File: config.mk
export PLATFORM = sky130hd
export DESIGN_NAME = apb_slave_regbank
export DESIGN_NICKNAME = d
export VERILOG_FILES = /design/src/rtl/apb_slave_regbank.sv
export SDC_FILE = /design/constraint.sdc
export NUM_CORES = 1
export LEC_CHECK = 0
export BUFFER_PORTS_ARGS = -buffer_cell sky130_fd_sc_hd__buf_2
export CAP_MARGIN = 0
export CORE_AREA = 2 2 231 233
export CTS_CLUSTER_SIZE = 24
export DETAILED_ROUTE_END_ITERATION = 12
export DIE_AREA = 0 0 233 235
export PLACE_DENSITY = 0.54
export SLEW_MARGIN = 20
export SYNTH_ARGS = -nofsm -noshare
export SYNTH_HDL_FRONTEND = slang
export SYNTH_SLANG_ARGS = --single-unit
File: constraint.sdc
create_clock -name PCLK -period 3.5 [get_ports PCLK]
set_input_delay 0.35 -clock PCLK [delete_from_list [all_inputs] [get_ports PCLK]]
set_output_delay 0.35 -clock PCLK [all_outputs]
set_load 0.01 [all_outputs]
File: src/rtl/apb_slave_regbank.sv
// apb_slave_regbank: APB3 register bank with wait states, decode errors and read-only slots.
// Define APB_PSTRB_EN to add the APB4 PSTRB port and byte-lane writes.
module apb_slave_regbank #(
  parameter int APB_ADDR_WIDTH = 12,
  parameter int APB_DATA_WIDTH = 32,
  parameter int N_REGS = 8,
  parameter int WAIT_STATES = 0,
  parameter logic [N_REGS-1:0] RO_MASK = '0
) (
  input  logic                               PCLK,
  input  logic                               PRESET,
  input  logic [APB_ADDR_WIDTH-1:0]          PADDR,
  input  logic                               PSEL,
  input  logic                               PENABLE,
  input  logic                               PWRITE,
  input  logic [APB_DATA_WIDTH-1:0]          PWDATA,
`ifdef APB_PSTRB_EN
  input  logic [APB_DATA_WIDTH/8-1:0]        PSTRB,
`endif
  output logic                               PREADY,
  output logic [APB_DATA_WIDTH-1:0]          PRDATA,
  output logic                               PSLVERR,
  input  logic [N_REGS*APB_DATA_WIDTH-1:0]   ro_val,
  output logic [N_REGS*APB_DATA_WIDTH-1:0]   reg_q,
  output logic [N_REGS-1:0]                  reg_wr
);
  localparam int DW = APB_DATA_WIDTH;
  typedef enum logic {IDLE, ACCESS} state_t;
  state_t state, state_n;
  logic [3:0] cnt;
  logic [N_REGS-1:0][DW-1:0] regs;
  logic [31:0] idx;
  logic err, ready;
  logic [DW-1:0] rdata, wmask;
  logic [N_REGS-1:0] hit, we;
  assign idx = 32'(PADDR[APB_ADDR_WIDTH-1:2]);
  assign err = PADDR[1:0] != 2'b00 || idx >= 32'(N_REGS);
  assign ready = state == ACCESS && cnt == 4'd0 && PSEL;
  assign PREADY = ready;
  assign PSLVERR = ready && err;
  assign PRDATA = ready && !err ? rdata : '0;
  assign reg_q = regs;
  always_comb begin
    rdata = '0;
    hit = '0;
    we = '0;
    for (int i = 0; i < N_REGS; i++) begin
      hit[i] = idx == 32'(i);
      we[i] = ready && PWRITE && !err && hit[i] && !RO_MASK[i];
      if (hit[i]) rdata = RO_MASK[i] ? ro_val[i*DW +: DW] : regs[i];
    end
  end
`ifdef APB_PSTRB_EN
  always_comb begin
    wmask = '0;
    for (int b = 0; b < DW/8; b++) wmask[b*8 +: 8] = {8{PSTRB[b]}};
  end
`else
  assign wmask = '1;
`endif
  // Setup phase is decoded straight from IDLE, so PREADY can rise in the first PENABLE cycle.
  always_comb begin
    state_n = state;
    if (state == IDLE) state_n = PSEL && !PENABLE ? ACCESS : IDLE;
    else if (!PSEL || ready) state_n = IDLE;
  end
  always_ff @(posedge PCLK) begin
    if (PRESET) begin
      state <= IDLE;
      cnt <= '0;
      regs <= '0;
      reg_wr <= '0;
    end else begin
      state <= state_n;
      cnt <= state == IDLE ? 4'(WAIT_STATES) : cnt != 4'd0 ? cnt - 4'd1 : cnt;
      reg_wr <= we;
      for (int i = 0; i < N_REGS; i++)
        if (we[i]) regs[i] <= (regs[i] & ~wmask) | (PWDATA & wmask);
    end
  end
endmodule

; ---- Word level (Yosys, flattened, before mapping)
; Index checks and enable logic that the tools add are counted.
[totals]
latchBits = 0
output_inout_bits = 298
ff_bits = 269
mem_bits_rw = 0
rom_bits = 0
wordCells = 58
input_bits = 305
memories = 0
[classes]
div = 0
n_eq_ne = 7
mux = 12
addsub = 1
bitwise = 1
multipliers = 0
order_cmp = 1
n_reduce_logical = 25
shifts = 0
[op_table]
columns = cell, count
row1 = two-way mux 32 bit, 9
row2 = "equality test 10 x 3 -> 1 bit, second input constant", 4
row3 = logical NOT 32 bit, 1
row4 = "equality test 10 x 2 -> 1 bit, second input constant", 2
row5 = logical AND 1 bit, 15
row6 = "equality test 10 x 1 -> 1 bit, second input constant", 1
row7 = ">= comparator 10 x 4 -> 1 bit, second input constant", 1
row8 = logical NOT 4 bit, 1
row9 = nonzero test 4 bit, 1
row10 = "subtractor 4 x 1 -> 4 bit, second input constant", 1
row11 = logical NOT 1 bit, 3
row12 = two-way mux 1 bit, 3
row13 = logical OR 1 bit, 2
row14 = nonzero test 2 bit, 1
row15 = OR reduction 2 bit, 1
row16 = inverter 1 bit, 1

; ---- Logic depth before layout (Yosys ltp)
[depth]
ltp_word = 10
mapped_depth = 9
depth_no_buf = 6

; ---- Worst setup path before layout
; OpenSTA, ideal clock, no wires.
[synth_timing]
path_kind = register to output
start = register cnt[0]
end = output port PRDATA[19]
path_slack_ns = 1.170
n_path_buf = 1
required_ns = 3.150
stages_incl_launch_ff = 7
arrival_time_ns = 1.980
path_cell_list = dfxtp_1 inv_1 ha_1 nor3b_4 nand4_1 clkbuf_1 a2111oi_0
[synth_between]
elab_chain_cells = 5
[synth_rtl]
columns = item, line_no
row1 = start: declaration, 30  ; logic [3:0] cnt;
row2 = start signal: assignment, 75  ; cnt <= state == IDLE ? 4'(WAIT_STATES) : cnt != 4'd0 ? cnt - 4'd1 : cnt;
row3 = logical NOT 4 bit, 38  ; assign ready = state == ACCESS && cnt == 4'd0 && PSEL;
row4 = logical AND 1 bit (2 in series), 38
row5 = logical AND 1 bit, 41  ; assign PRDATA = ready && !err ? rdata : '0;
row6 = two-way mux 32 bit, 41
row7 = end: declaration, 21  ; output logic [APB_DATA_WIDTH-1:0] PRDATA,
; No other way between the ends.

; ---- Final worst setup path
; Same ends and word-level chain as after synthesis.

==> impl_metrics.tcl <==
set metrics [dict create \
    die_area_um2 54760 \
    worst_clock_skew_ns 0.02168 \
    finalNonFillerCells 2335 \
    synth_top_cells_by_area "sky130_fd_sc_hd__dfxtp_1 42%, sky130_fd_sc_hd__mux2i_1 21%, sky130_fd_sc_hd__nand2b_1 14%, sky130_fd_sc_hd__a21oi_1 3.5%, sky130_fd_sc_hd__mux2_2 2.2%" \
    startpoint_type_of_the_worst_setup_path "flip-flop" \
    route.antenna.remaining_nets 0 \
    via_count 11340 \
    actual_transition_at_the_worst_max_transition_pin_ns 0.7540 \
    synth.ff_latch_count 269 \
    detailedPlacementHpwl_mm 35.80 \
    number_of_hold_slack_violations_in_the_final_timing_report 0 \
    place_area_um2 15540 \
    port_buffers 346 \
    synth.cells.most_frequent "292 x sky130_fd_sc_hd__nand2b_1, 270 x sky130_fd_sc_hd__mux2i_1, 269 x sky130_fd_sc_hd__dfxtp_1, 91 x sky130_fd_sc_hd__a21oi_1, 72 x sky130_fd_sc_hd__clkbuf_1" \
    outcome "finished clean" \
    finalWeightedCongestion 0.8422 \
    synth_ff_type "sky130_fd_sc_hd__dfxtp_1" \
    grt_pass1_wl_mm 76.58 \
    fin_crit_sh_pct 90.24 \
    finalMaxSlewViolations 0 \
    yosys.cell_count.top_type "sky130_fd_sc_hd__nand2b_1" \
    setup_repair_after_global_routing_missed_its_margin "false" \
    grt_pass1_vias 11270 \
    fmaxAchievable_ghz 0.3166 \
    routed_wl_per_cell_um 22.70 \
    post-route-min-period_ns 3.159 \
    worst_setup_path_end_kind "output pin" \
    filler_cell_count 5382 \
    cts-buffers-inserted 34 \
    post_synth_edffs 0 \
    tritoncts_clock_tree "done" \
    required_time_of_the_critical_path_ns 3.15 \
    vdd_ir_drop_max_mv 0.2613 \
    clk_root_buffer_cell "sky130_fd_sc_hd__clkbuf_16" \
    postSynthCellCount 1327 \
    cts.hold.buffers_added 0 \
    die_h_um 235 \
    max_slew_margin_pct 49.31 \
    yosysTopAreaCellShare_pct 41.62 \
    critical_path_class "reg2out" \
    ff_latch_area_um2 5385 \
    post_synth_num_cell_types 41 \
    htree_levels 2 \
    grt_antenna_before_repair 1 \
    synth.largest_area_cell "sky130_fd_sc_hd__dfxtp_1" \
    setup_viol_count_final 0 \
    vias_per_cell 4.857 \
    cts_sinks 269 \
    grt-ovfl-total 0 \
    core_area_um2 52240 \
    cap_viol_max_count 0 \
    yosysWarnings 0 \
    synth_async_sr_flop_share_pct 0 \
    routed_wl_mm 53.01 \
    synth.net_count 1634 \
    cts_repair_resize_count 0 \
    floorplan.die.width_um 233 \
    layout.nets 1929 \
    post-cts-setup-buffers 0 \
    start_util_pct 24.77 \
    leakage_nw 8.455 \
    grt_max_degree 103 \
    synthesis.area_per_instance_um2 9.751 \
    layout-drive-gt1-share_pct 31.59 \
    critPathMaxFanout 24 \
    p_total_mw 7.037 \
    grtUsageTotal_pct 18.67 \
    final_area_um2 16650 \
    drc 0 \
    mappedNetlistArea_um2 12940 \
    min-delay-path-class "in2reg" \
    clk_pin_slew_ns 0.06 \
    post-place-cells 2274 \
    setup_total_negative_slack_ns 0 \
    ports 603 \
    power_density_nw_per_um2 422.6 \
    drt_first_iter_violations 655 \
    clock_insertion_delay_worst_skew_ns 0.55 \
    maximum_clock_insertion_buffer_count 3 \
    critical_path_arrival_ns 2.81 \
    row_count 84 \
    share_of_the_yosys_chip_area_belonging_to_registers_pct 41.62 \
    dr.pass1.iters 5 \
    multi_input_comb_area_um2 6968 \
    syn_to_final_growth_pct 28.68 \
]
## path summary, 6_finish.rpt
| kind | to | cells past startpoint | startpoint | slack [ns] |
|---|---|---|---|---|
| setup / recovery | PRDATA[19] | 7 | cnt[0]$_SDFFE_PP0P_ | 0.34 |
| setup reg to reg | reg_q[40]$_SDFFE_PP0P_ | 8 | cnt[0]$_SDFFE_PP0P_ | 0.96 |
| hold reg to reg | reg_q[112]$_SDFFE_PP0P_ | 2 | reg_q[112]$_SDFFE_PP0P_ | 0.49 |
| hold / removal | state$_SDFF_PP0_ | 3 | PSEL | 0.09 |
## cells in the final DEF, fill, tap and decap left out, types with 8 or more instances in the layout
cell type	count
sky130_fd_sc_hd__buf_4	49
sky130_fd_sc_hd__nand3b_1	8
sky130_fd_sc_hd__buf_12	11
sky130_fd_sc_hd__clkbuf_8	10
sky130_fd_sc_hd__a21oi_1	91
sky130_fd_sc_hd__mux2_2	25
sky130_fd_sc_hd__a22oi_1	25
sky130_fd_sc_hd__dfxtp_1	269
sky130_fd_sc_hd__o22ai_1	25
sky130_fd_sc_hd__mux2i_1	270
sky130_fd_sc_hd__clkbuf_16	34
sky130_fd_sc_hd__nand2b_1	290
sky130_fd_sc_hd__a2111oi_0	8
sky130_fd_sc_hd__clkbuf_1	8
sky130_fd_sc_hd__nor2_1	62
sky130_fd_sc_hd__a221oi_1	25
sky130_fd_sc_hd__buf_2	342
sky130_fd_sc_hd__o221a_2	25
## routing by layer
metal	track usage, %	share of wire [%]
met1	24.21	44
met3	4.964	7.5
met2	30.25	46
met4	5.443	2.3
met5	0	0.025
## kinds of logic after synthesis
group / synth area share [%]
adders and majority gates: 0.1934
muxes: 23.06
AOI/OAI and AO/OA: 11.40
buffers and inverters: 5.047
and+or+nand+nor: 18.55
xor gates and xnor gates: 0.1354
DFF: 41.62
## through the flow
step / setup WS (ns) / util, % / hold WS [ns]
floorplan: 1.170 / - / 0.4703
global placement: 0.5341 / 29.74 / 0.4710
detailed placement: 0.4976 / 29.74 / 0.4814
CTS: 0.2081 / 31.87 / 0.05242
global route: 0.1437 / 31.87 / 0.07521
finish: 0.3415 / 31.88 / 0.09292
## final cells by class
class,count,area share [%]
diodes,1,0.01503
clock inverters,8,0.5636
flip-flops and latches,269,32.34
multi-input cells,911,41.85
inverters,3,0.06763
clock buffers,52,6.117
well taps,688,5.170
repair buffers,403,13.88
## power by group
part	switching, mW	leakage, nW	internal (mW)
Clock	1.45	0.543	2.09
Sequential	0.000568	2.17	3.06
Combinational	0.278	5.75	0.157
## registers in the layout, summed over array words and instances, names as in the netlist
signal	cells
cnt	4
reg_q	256
state	1
reg_wr	8
## worst max-delay path, stage by stage (launching register included)
cell	delay, ns
sky130_fd_sc_hd__dfxtp_1	0.30
sky130_fd_sc_hd__inv_1	0.11
sky130_fd_sc_hd__ha_1	0.19
sky130_fd_sc_hd__nor3b_4	0.38
sky130_fd_sc_hd__nand4_1	0.21
sky130_fd_sc_hd__buf_12	0.24
sky130_fd_sc_hd__a2111oi_0	0.54
sky130_fd_sc_hd__buf_2	0.30
(Power assumes the default switching activity.)
